--- src/rtl/priority_encoder8_stream.sv ---
// Sequential 8-to-3 encoder: captures a request vector, then streams the index of
// each set bit (priority order set by MSB_FIRST), clearing bits as they are accepted.
module priority_encoder8_stream #(
  parameter bit MSB_FIRST = 1'b1
) (
  input  logic       clk,
  input  logic       rst_n,
  input  logic [7:0] in,
  input  logic       in_valid,
  output logic       in_ready,
  output logic [2:0] out,
  output logic       out_valid,
  input  logic       out_ready,
  output logic       out_none,
  output logic       out_last,
  output logic [3:0] out_count
);

  typedef enum logic {IDLE = 1'b0, EMIT = 1'b1} state_t;

  state_t     state_q, state_d;
  logic [7:0] mask_q, mask_d;
  logic [3:0] count_q, count_d;
  logic       none_q, none_d;
  logic [2:0] idx;
  logic [3:0] pending;

  function automatic logic [3:0] popcnt(input logic [7:0] m);
    logic [3:0] c;
    c = 4'd0;
    for (int i = 0; i < 8; i++) c = c + {3'b000, m[i]};
    return c;
  endfunction

  // Later matches overwrite earlier ones, so scan direction picks the priority end.
  function automatic logic [2:0] pick_idx(input logic [7:0] m);
    logic [2:0] r;
    r = 3'd0;
    if (MSB_FIRST) begin
      for (int i = 0; i < 8; i++) if (m[i]) r = i[2:0];
    end else begin
      for (int i = 7; i >= 0; i--) if (m[i]) r = i[2:0];
    end
    return r;
  endfunction

  always_comb begin
    idx     = pick_idx(mask_q);
    pending = popcnt(mask_q);
    state_d = state_q;
    mask_d  = mask_q;
    count_d = count_q;
    none_d  = none_q;
    case (state_q)
      IDLE: begin
        if (in_valid) begin
          mask_d  = in;
          count_d = popcnt(in);
          none_d  = (in == 8'd0);
          state_d = EMIT;
        end
      end
      EMIT: begin
        if (out_ready) begin
          mask_d = mask_q & ~(8'd1 << idx);
          if (pending <= 4'd1) state_d = IDLE;
        end
      end
      default: state_d = IDLE;
    endcase
  end

  always_ff @(posedge clk) begin
    if (!rst_n) begin
      state_q <= IDLE;
      mask_q  <= 8'd0;
      count_q <= 4'd0;
      none_q  <= 1'b0;
    end else begin
      state_q <= state_d;
      mask_q  <= mask_d;
      count_q <= count_d;
      none_q  <= none_d;
    end
  end

  // Beat outputs are forced low outside EMIT so an empty mask in IDLE shows nothing.
  assign out_valid = (state_q == EMIT);
  assign in_ready  = rst_n & (state_q == IDLE);
  assign out       = out_valid ? idx : 3'd0;
  assign out_last  = out_valid & (pending <= 4'd1);
  assign out_none  = out_valid & none_q;
  assign out_count = count_q;

endmodule

--- config.mk ---
export PLATFORM = sky130hd
export DESIGN_NAME = priority_encoder8_stream
export DESIGN_NICKNAME = d
export VERILOG_FILES = /design/src/rtl/priority_encoder8_stream.sv
export SDC_FILE = /design/constraint.sdc
export NUM_CORES = 1
export LEC_CHECK = 0
export CAP_MARGIN = 10
export CORE_MARGIN = 4
export CORE_UTILIZATION = 49
export CTS_BUF_LIST = sky130_fd_sc_hd__clkbuf_4 sky130_fd_sc_hd__clkbuf_8 sky130_fd_sc_hd__clkbuf_16
export DETAILED_ROUTE_END_ITERATION = 16
export GPL_TIMING_DRIVEN = 1
export PLACE_DENSITY = 0.76
export SLEW_MARGIN = 25
export SYNTH_ARGS = -nofsm -noshare
export SYNTH_HDL_FRONTEND = slang
export SYNTH_SLANG_ARGS = --single-unit
--- constraint.sdc ---
create_clock -name clk -period 3.7 [get_ports clk]
set_clock_uncertainty 0.1 [all_clocks]
set_input_delay 0.37 -clock clk [delete_from_list [all_inputs] [get_ports clk]]
set_output_delay 0.37 -clock clk [all_outputs]
set_load 0.005 [all_outputs]
### After elaboration in Yosys (flattened, before gate mapping)

Index checks and enable logic that the tools add are counted.

| storage, ports and cells | value |
|---|---|
| input bits | 12 |
| register bits after elaboration | 14 |
| output and inout bits | 11 |
| word-level logic and storage cells | 46 |

| cells by class | value |
|---|---|
| shifts and indexed selects | 1 |
| add/subtract/negate cells | 14 |
| order comparisons | 1 |
| bitwise logic cells | 6 |
| muxes and demuxes | 15 |
| equality and inequality tests | 2 |
| reduce and logical (&&, ||, !) cells | 3 |

Operators with widths:

| operator | number |
|---|---|
| adder 4 x 1 -> 4 bit | 8 |
| 2-to-1 mux 3 bit | 6 |
| 2-to-1 mux 8 bit | 2 |
| one-hot mux 8 bit (2 select lines) | 1 |
| adder 3 x 1 -> 4 bit | 2 |
| bitwise AND 8 bit | 1 |
| zero test 8 bit | 1 |
| inverter 8 bit | 1 |
| left shift 1 x 3 -> 8 bit (first input constant) | 1 |
| adder 2 x 1 -> 3 bit | 2 |
| adder 1 x 1 -> 2 bit | 2 |
| <= comparator 4 x 1 -> 1 bit (second input constant) | 1 |
| 2-to-1 mux 1 bit | 4 |
| != test 2 bit (second input constant) | 2 |
| AND reduction 2 bit | 2 |
| bitwise AND 1 bit | 3 |
| 2-to-1 mux 2 bit | 1 |
| one-hot mux 1 bit (2 select lines) | 1 |
| inverter 1 bit | 1 |

### Logic depth before layout (Yosys ltp)

Gate-level depths: netlist of run 1.

| depth | value |
|---|---|
| depth after elaboration | 12 |
| depth in mapped cells | 10 |
| depth with buffers taken out | 10 |

### Worst setup path after synthesis of run 1

No wires, ideal clock.

| timing path | value |
|---|---|
| kind | flip-flop to output port |
| start | register mask_q[0] |
| end | output out_last |
| slack | 0.188 ns |
| cell stages (with the launch flop) | 11 |
| arrival | 3.042 ns |
| path buffers | 0 |
| required time | 3.230 ns |
| path through | dfxtp_1 > fa_1 > inv_1 > fa_1 > fa_1 > inv_1 > ha_1 > fa_1 > or2_2 > a21oi_1 > and2_1 |

| on the way | value |
|---|---|
| cells in the longest elaborated chain, start to end | 9 |

RTL lines:

| element | line | source |
|---|---|---|
| start, declared | 22 | `logic [7:0] mask_q, mask_d;` |
| start signal, assigned | 81 | `mask_q <= mask_d;` |
| adder 1 x 1 -> 2 bit | 31 | `for (int i = 0; i < 8; i++) c = c + {3'b000, m[i]};` |
| adder 2 x 1 -> 3 bit | 31 |  |
| adder 3 x 1 -> 4 bit | 31 |  |
| adder 4 x 1 -> 4 bit (4 in series) | 31 |  |
| <= comparator 4 x 1 -> 1 bit | 91 | `assign out_last = out_valid & (pending <= 4'd1);` |
| bitwise AND 1 bit | 91 |  |
| end, declared | 15 | `output logic out_last,` |

Every way passes these cells.

### Worst setup path in the final report of run 1

Ends and elaborated chain as after synthesis.

==> impl_metrics.tcl, run 1 <==
set metrics [dict create \
    critical_path_arrival_ns 3.37 \
    status "finished with violations" \
    cts_root_buf "clkbuf_4" \
    clockPowerShare_pct 22.1 \
    drc 0 \
    cts_tree "done" \
    met1Wirelength_microns 1097 \
    antenna_found_initial 0 \
    num_vias 943 \
    diodes 0 \
    r2r_slack_ns 0.21 \
    ys_warn_count 0 \
    final_util_pct 71.65 \
    switching_share_pct 32.08 \
    htreeDepth 1 \
    postSynthAreaPerCell_sq_um 8.523 \
    grt_max_degree 19 \
    synthArstFlopShare_pct 0 \
    io_pins 23 \
    layout_common_cells "21 x clkdlybuf4s50_1, 16 x inv_1, 12 x nand2_1, 12 x dfxtp_1" \
    synth_seq_cells 14 \
    layout_commonest_cell "clkdlybuf4s50_1" \
    syn_inst 122 \
    clock_path_buffers 2 \
    crit_fanout 2 \
    syn2layout_area_growth_pct 36.58 \
    yosysSeqAreaShare_pct 26.96 \
    drtAntennaViolNets 0 \
    layout-drive-gt1-share_pct 17.53 \
    crit_type "reg -> out" \
    rsz0062_at_grt "true" \
    cts.clk_slew.worst_paths_ns 0.09 \
    pwr-share-seq_pct 34.5 \
    die_w_microns 54.07 \
    start_util_pct 52.46 \
    max_freq_mhz 260.1 \
    grt_pass1_vias 947 \
    regArea_sq_um 282.8 \
    clock_latency_ns 0.28 \
    ff2ff_path_depth 14 \
    routabilityCongestion 0.8263 \
    powerDensity_nw_per_um2 361.0 \
    detail_route.iter0.violations 17 \
    worstHoldStart "out_count[0]" \
    fillers 166 \
    port_buffers 22 \
    cts_buffers 3 \
    grt_pass1_wl_microns 4160 \
    drt_first_pass_iters 4 \
    cts.sinks 14 \
    intPower_uw 348.2 \
    num_rows 16 \
    slew_violations 0 \
    yosys_most_used_dff "dfxtp_1" \
    core-area_sq_um 1982 \
    ys_types 29 \
    leakage_uw 0.0006117 \
    combPwrFrac_pct 43.5 \
    whs_endpoint "out_count[0]" \
    violations "negative setup slack" \
    wl_met3_microns 105 \
    period_minus_slack_ns 3.845 \
    synth-edff-count 0 \
    die_h_microns 54.07 \
    grt_remaining_overflow 0 \
    cap_viol_max_count 0 \
    power_uw 512.7 \
    route.met2.wl_microns 1213 \
    worstMarginPinSlew_ns 0.9561 \
    max-slew-margin-rel_pct 36.13 \
    place_hpwl_microns 1901 \
    cp-end-kind "output port" \
    wire_per_inst_microns 13.53 \
    synth_area_sq_um 1040 \
    finalCritPeriodShare_pct 103.9 \
    syn_nets 149 \
    finalHoldViolCount 0 \
    multiInputGateArea_sq_um 698.2 \
    rr_startpoint "mask_q[0]" \
    ir_drop_mv 0.3092 \
    hold_depth 2 \
    worstReg2RegEnd "out_valid" \
    setup_tns_ns -0.1447 \
    nets 182 \
    p_sw_uw 164.5 \
    setup_viol 1 \
    fin_ws_ns -0.1447 \
    crit_required_ns 3.23 \
    hold_buffers 0 \
    die_area_sq_um 2923 \
    routed_wl_microns 2449 \
    start_kind "flip-flop" \
    top_layer "met4" \
    drt-vias-per-instance 5.210 \
    grt_usage_pct 19.92 \
    hp-class "reg -> reg" \
]
==> power by group through the flow <==
stage	logic, uW	registers [uW]	clock network, uW
after floorplan	103	177	0
after detailed placement	186	179	0
final	223	177	113
after global routing	252	179	124
after global placement	177	179	0
after CTS	249	176	114
==> critical path: stages, from the launching register on <==
cell and delay, ns:
dfxtp_2 0.34, fa_1 0.55, inv_2 0.04, fa_1 0.45, fa_1 0.51, inv_2 0.05, ha_4 0.16, fa_2 0.36
or2_4 0.24, a21oi_2 0.15, and2_1 0.14, buf_2 0.11
==> metal layers <==
| metal | up-vias | track usage (%) |
|---|---|---|
| met1 | 446 | 22.82 |
| met3 | 5 | 3.601 |
| li1 | 472 | - |
| met5 | - | 0 |
| met2 | 20 | 36.90 |
| met4 | 0 | 6.224 |
==> Yosys cell counts (all sizes together), types with 2 or more instances <==
master | number | area, sq um
nor2 | 3 | 11.26
inv | 18 | 67.56
o211ai | 2 | 15.01
a22oi | 2 | 15.01
nor3 | 3 | 15.01
fa | 8 | 160.2
o21ai | 5 | 25.02
or2 | 3 | 18.77
clkbuf | 4 | 15.01
dfxtp | 14 | 280.3
ha | 7 | 87.58
o311ai | 2 | 17.52
nand2 | 12 | 45.04
a21oi | 4 | 20.02
and2 | 5 | 32.53
a21boi | 8 | 60.06
nor2b | 5 | 31.28
nand3 | 8 | 40.04
==> logic make-up (layout without fill, tap and decap cells) <==
logic type	after synthesis	in the layout	synth area share (%)
mux	1	1	0.9627
compound gates	26	26	17.09
fa+ha+maj	15	15	23.83
xor+xnor	1	1	0.8425
flops	14	14	26.96
buf+inv	22	54	7.941
simple gates	43	43	22.38
==> area by class of cell <==
| type | instances | area share (%) |
|---|---|---|
| inverters | 18 | 4.758 |
| well taps | 27 | 2.379 |
| repair buffers | 32 | 21.23 |
| flip-flops and latches | 14 | 19.91 |
| multi-input cells | 86 | 49.16 |
| clock buffers | 4 | 2.555 |
==> metrics by stage <==
stage | cells | hold WS, ns | setup WS (ns) | area [sq um]
floorplan | 122 | 0.3363 | 0.1883 | 1040
detailed placement | 173 | 0.3611 | -0.4596 | 1324
global route | 181 | 0.4115 | -0.2980 | 1420
finish | 181 | 0.3742 | -0.1447 | 1420
global placement | 173 | 0.3507 | -0.3566 | 1324
CTS | 184 | 0.3742 | -0.2259 | 1444
==> sequential cells by signal, summed over array words and instances, names as in the netlist <==
signal and count:
out_count 4, mask_q 8, out_valid 1, none_q 1
==> worst max-delay path by stage <==
stage	startpoint	end
2_1_floorplan	mask_q[0]	out_last
3_3_place_gp	mask_q[0]	out_last
3_5_place_dp	mask_q[0]	out_last
4_1_cts	mask_q[3]	out_last
5_1_grt	mask_q[0]	out_last
6_report	mask_q[0]	out_last
==> timing repair <==
action                     4_1_cts  5_1_grt
resized for setup               17        2
setup endpoints to repair        1        2
pin swaps                        6        5
buffers inserted                 7        0
Power figures use the tool's default switching activity.
==> run 2: changes to the inputs <==
SKIP_LAST_GASP = 1   (was default)
==> run 2 against run 1 <==
The run still ends with negative setup slack left. Critical path type is now reg -> reg. Cell count grew 1.7%. Total power grew 0.36%. Critical path depth grew 5. Sequential power is essentially flat. Design area is essentially flat.
==> impl_metrics.tcl, run 2 (synthesis gave the netlist of run 1 again) <==
set metrics [dict create \
    final_util_pct 71.72 \
    pwr-share-seq_pct 34.3 \
    fin_hold_ws_ns 0.3741 \
    largest_reg_flops 8 \
    max_freq_mhz 263.8 \
    cap_viol_max_count 0 \
    endpoint "out_valid" \
    start_kind "flip-flop" \
    hp-class "reg -> reg" \
    io_pins 23 \
    p_sw_uw 161.3 \
    nets 185 \
    routabilityCongestion 0.8263 \
    place_hpwl_microns 1901 \
    worstMarginPinSlew_ns 0.9560 \
    slew_violations 0 \
    num_vias 954 \
    regArea_sq_um 282.8 \
    layout_common_cells "21 x clkdlybuf4s50_1, 17 x inv_1, 13 x buf_4, 12 x nand2_1, 12 x dfxtp_1" \
    rr_startpoint "mask_q[0]" \
    finalHoldViolCount 0 \
    wire_per_inst_microns 13.20 \
    port_buffers 22 \
    cts_root_buf "clkbuf_4" \
    route.met2.wl_microns 1218 \
    cts_buffers 3 \
    die_h_microns 54.07 \
    ir_drop_mv 0.2871 \
    htreeDepth 1 \
    die_area_sq_um 2923 \
    clockPowerShare_pct 21.9 \
    layout_commonest_cell "clkdlybuf4s50_1" \
    multiInputGateArea_sq_um 688.2 \
    num_rows 16 \
    antenna_found_initial 0 \
    fin_ws_ns -0.09075 \
    syn2layout_area_growth_pct 36.70 \
    leakage_uw 0.0006210 \
    drc 0 \
    status "finished with violations" \
    max-slew-margin-rel_pct 36.13 \
    r2r_slack_ns -0.09 \
    critical_path_arrival_ns 3.91 \
    fillers 165 \
    core-area_sq_um 1982 \
    clock_latency_ns 0.28 \
    worstReg2RegEnd "out_valid" \
    critical-path-max-stage-delay_ns 0.55 \
    finalCritPeriodShare_pct 102.5 \
    violations "negative setup slack" \
    grt_pass1_vias 931 \
    cpMostUsedCell "buf_4" \
    ff2ff_path_depth 16 \
    top_layer "met4" \
    crit_chain "fa_1 > inv_2 > fa_1 > fa_1 > inv_1 > ha_2 > fa_2 > a21oi_2 > buf_4 > buf_4 > buf_4 > buf_4 > buf_4 > buf_4 > buf_4 > a31oi_1" \
    period_minus_slack_ns 3.791 \
    start_util_pct 52.46 \
    wl_met3_microns 112 \
    grt_usage_pct 19.46 \
    drt-vias-per-instance 5.185 \
    switching_share_pct 31.34 \
    cp-startpoint "mask_q[0]" \
    drt_first_pass_iters 4 \
    power_uw 514.5 \
    grt_remaining_overflow 0 \
    crit_type "reg -> reg" \
    top_register "mask_q" \
    crit_fanout 2 \
    crit_required_ns 3.82 \
    detail_route.iter0.violations 14 \
    cts_tree "done" \
    layout-drive-gt1-share_pct 18.47 \
    clock_path_buffers 2 \
    cp-end-kind "flip-flop" \
    combPwrFrac_pct 43.8 \
    grt_max_degree 19 \
    die_w_microns 54.07 \
    cpMaxStageDelayCell "fa_1" \
    diodes 0 \
    rsz0062_at_grt "true" \
    grt_pass1_wl_microns 4077 \
    intPower_uw 353.3 \
    cts.clk_slew.worst_paths_ns 0.09 \
    met1Wirelength_microns 1080 \
    routed_wl_microns 2428 \
    powerDensity_nw_per_um2 362.0 \
    cts.sinks 14 \
    setup_viol 2 \
    drtAntennaViolNets 0 \
]
==> run 2: worst min-delay path by stage <==
stage	startpoint	to	slack, ns	cells past startpoint
6_report	out_count[0]	out_count[0]	0.37	2
5_1_grt	out_count[1]	out_count[1]	0.41	2
4_1_cts	none_q	none_q	0.37	2
3_5_place_dp	none_q	none_q	0.36	2
3_3_place_gp	none_q	none_q	0.35	2
2_1_floorplan	none_q	none_q	0.34	2
==> run 2: final cells by class <==
class | instances | share of cell area (%)
Clock buffer | 4 | 2.553
Sequential cell | 14 | 19.89
Inverter | 18 | 4.754
Tap cell | 27 | 2.377
Multi-Input combinational cell | 86 | 48.42
Timing Repair Buffer | 35 | 22.01
==> run 2: stage by stage <==
| stage | TNS (ns) | cell area [sq um] | setup WS [ns] | cells |
|---|---|---|---|---|
| detailed placement | -0.4596 | 1324 | -0.4596 | 173 |
| floorplan | 0 | 1040 | 0.1883 | 122 |
| CTS | -0.4430 | 1421 | -0.2259 | 184 |
| global route | -0.4789 | 1421 | -0.2426 | 184 |
| global placement | -0.3566 | 1324 | -0.3566 | 173 |
| finish | -0.1791 | 1421 | -0.09075 | 184 |
==> run 2: timing repair <==
item | in CTS | in global routing
pin swaps | 5 | 3
hold buffers | 0 | 0
setup buffers | 7 | 0
setup endpoints to repair | 1 | 2
gates resized for setup | 11 | 0
==> run 2: critical path, delay by kind of cell, from the launching register on <==
kind	cells	cell delay, ns
AO/OA/AOI/OAI	2	0.18
adder cells (fa/ha/maj)	5	2.19
buffers and inverters	9	0.93
flip-flops	1	0.34
==> run 2: power groups by stage <==
stage,sequential [uW],clock (uW),combinational (uW)
global route,179,124,254
detailed placement,179,0,186
global placement,179,0,177
CTS,176,114,228
finish,176,113,225
floorplan,177,0,103
==> run 2: routing by layer <==
metal	GRT usage (%)	up-vias
li1	-	479
met2	35.48	21
met1	22.65	452
met5	0	-
met3	3.601	2
met4	6.224	0
==> run 3: changes to the inputs <==
CORE_UTILIZATION = 25   (was 49)
PLACE_DENSITY = 0.43   (was 0.76)
SETUP_SLACK_MARGIN = 0.3   (was default)
==> run 3 against run 2 <==
The flow still finishes with violations (negative setup slack). Die area up 80%. Critical path depth decreased by 5. Clock power is 35% higher. Register-to-register slack improved by 0.58 ns. Core utilization is 35 points lower. Setup slack improved by 0.066 ns. Count of clock-buffer cells in the layout unchanged. Critical endpoint is now out_last. Highest routed layer unchanged.
==> impl_metrics.tcl, run 3 (synthesis gave the netlist of run 1 again) <==
set metrics [dict create \
    crit_type "reg -> out" \
    routed_wl_microns 2542 \
    cap_viol_max_count 0 \
    hold_depth 2 \
    crit_fanout 2 \
    io_pins 23 \
    regArea_sq_um 282.8 \
    grt_pass1_wl_microns 4395 \
    max-slew-margin-rel_pct 62.60 \
    slew_violations 0 \
    drc 0 \
    crit_required_ns 3.23 \
    diodes 0 \
    port_buffers 22 \
    violations "negative setup slack" \
    setup_viol 1 \
    period_minus_slack_ns 3.725 \
    fillers 417 \
    hp-class "reg -> reg" \
    cts.sinks 14 \
    crit_chain "fa_1 > inv_1 > fa_1 > fa_1 > inv_2 > ha_4 > fa_2 > or2_4 > a21oi_4 > and2_1 > buf_2" \
    detail_route.iter0.violations 20 \
    clock_latency_ns 0.24 \
    ir_drop_mv 0.1198 \
    hold_buffers 0 \
    drtAntennaViolNets 0 \
    finalNonFillerCells 201 \
    grt_max_degree 19 \
    status "finished with violations" \
    grt_usage_pct 10.77 \
    ff2ff_path_depth 11 \
    start_util_pct 25.99 \
    wire_per_inst_microns 12.65 \
    critical-path-max-stage-delay_ns 0.53 \
    drt-vias-per-instance 4.408 \
    largest_reg_flops 8 \
    finalHoldViolCount 0 \
    finalCritPeriodShare_pct 100.7 \
    worstMarginPinSlew_ns 0.5585 \
    syn2layout_area_growth_pct 39.35 \
    place_hpwl_microns 2108 \
    cts_tree "done" \
    cp_top_family "adder cells" \
    grt_remaining_overflow 0 \
    cpMostUsedCell "fa_1" \
    worst-path-buf-inv 3 \
    drt_first_pass_iters 4 \
    die_h_microns 72.49 \
    rsz0062_at_grt "true" \
    cpMaxStageDelayCell "fa_1" \
    core-area_sq_um 4000 \
    cts_buffers 3 \
    max_freq_mhz 268.5 \
    clock_path_buffers 2 \
    routabilityCongestion 0.8013 \
    die_w_microns 72.49 \
    dpl.cell_count 195 \
    fin_hold_ws_ns 0.3627 \
    start_kind "flip-flop" \
    top_register "mask_q" \
    leakage_uw 0.0006224 \
    nets 179 \
    antenna_found_initial 0 \
    critical_path_arrival_ns 3.25 \
    num_vias 886 \
    layout_commonest_cell "clkdlybuf4s50_1" \
    multiInputGateArea_sq_um 708.2 \
    grt_pass1_vias 923 \
    cts_root_buf "clkbuf_8" \
    powerDensity_nw_per_um2 358.6 \
    layout_common_cells "19 x clkdlybuf4s50_1, 17 x inv_1, 12 x nand2_1, 12 x dfxtp_1" \
    layout-drive-gt1-share_pct 15.89 \
    fin_ws_ns -0.02454 \
    num_rows 23 \
    die_area_sq_um 5255 \
    htreeDepth 1 \
    cts.clk_slew.worst_paths_ns 0.06 \
    pre_cts_ws_ns -0.2663 \
    worst-path-stages 11 \
    cp-end-kind "output port" \
]
[run 3: cell types whose count changed in the layout (fill, tap and decap cells not counted), sizes merged]
| cell | previous run | this run |
|---|---|---|
| buf | 14 | 8 |
| clkdlybuf4s50 | 21 | 19 |
| dlymetal6s2s | 0 | 2 |
[run 3: per-stage QoR]
step	setup TNS [ns]	total power (uW)	area, sq um	utilization [%]
2_1_floorplan	0	285.4	1052	-
3_3_place_gp	-0.2269	359.4	1358	33.94
3_5_place_dp	-0.2663	363.0	1358	33.94
4_1_cts	-0.09875	523.5	1416	35.41
5_1_grt	-0.1592	570.2	1449	36.22
6_report	-0.02454	519.5	1449	36.22
[run 3: path summary, 6_finish.rpt]
kind / start / end / slack [ns]
hold reg to reg: none_q / none_q / 0.36
hold / removal: none_q / none_q / 0.36
setup reg to reg: mask_q[3] / out_valid / 0.49
setup / recovery: mask_q[3] / out_last / -0.02
[run 3: worst reg2reg max path, stage by stage (launching register included)]
cell and delay, ns:
dfxtp_2 0.33, fa_1 0.53, inv_1 0.05, fa_1 0.45, fa_1 0.50, inv_2 0.05
ha_4 0.15, fa_2 0.33, or2_4 0.24, a21oi_4 0.15, buf_4 0.11, a31oi_1 0.07
[run 3: layer usage]
metal	up-vias	part of all wire [%]	GRT usage (%)
met2	14	50	17.80
met4	0	0.51	3.689
met1	405	46	14.10
met3	2	3.3	1.939
li1	465	-	-
met5	-	0	0
[run 3: where the power goes]
part / switching [uW] / internal, uW / leakage, uW
clock: 57.5 / 94.2 / 0.0000288
combinational: 88.7 / 101 / 0.000478
sequential: 14.0 / 164 / 0.000116
total: 160 / 359 / 0.000622
[run 3: what timing repair did]
| item | 4_1_cts | 5_1_grt |
|---|---|---|
| gates resized for setup | 5 | 5 |
| setup endpoints to repair | 1 | 2 |
| pin swaps | 5 | 1 |
| buffers inserted | 1 | 1 |
| gates cloned | 0 | 0 |
[run 3: cell type report]
class,instances,area share [%]
sequential,14,19.52
clock buffer,4,3.800
multi-input combinational,86,48.88
tap,50,4.318
inverter,18,4.663
timing repair buffer,29,18.83
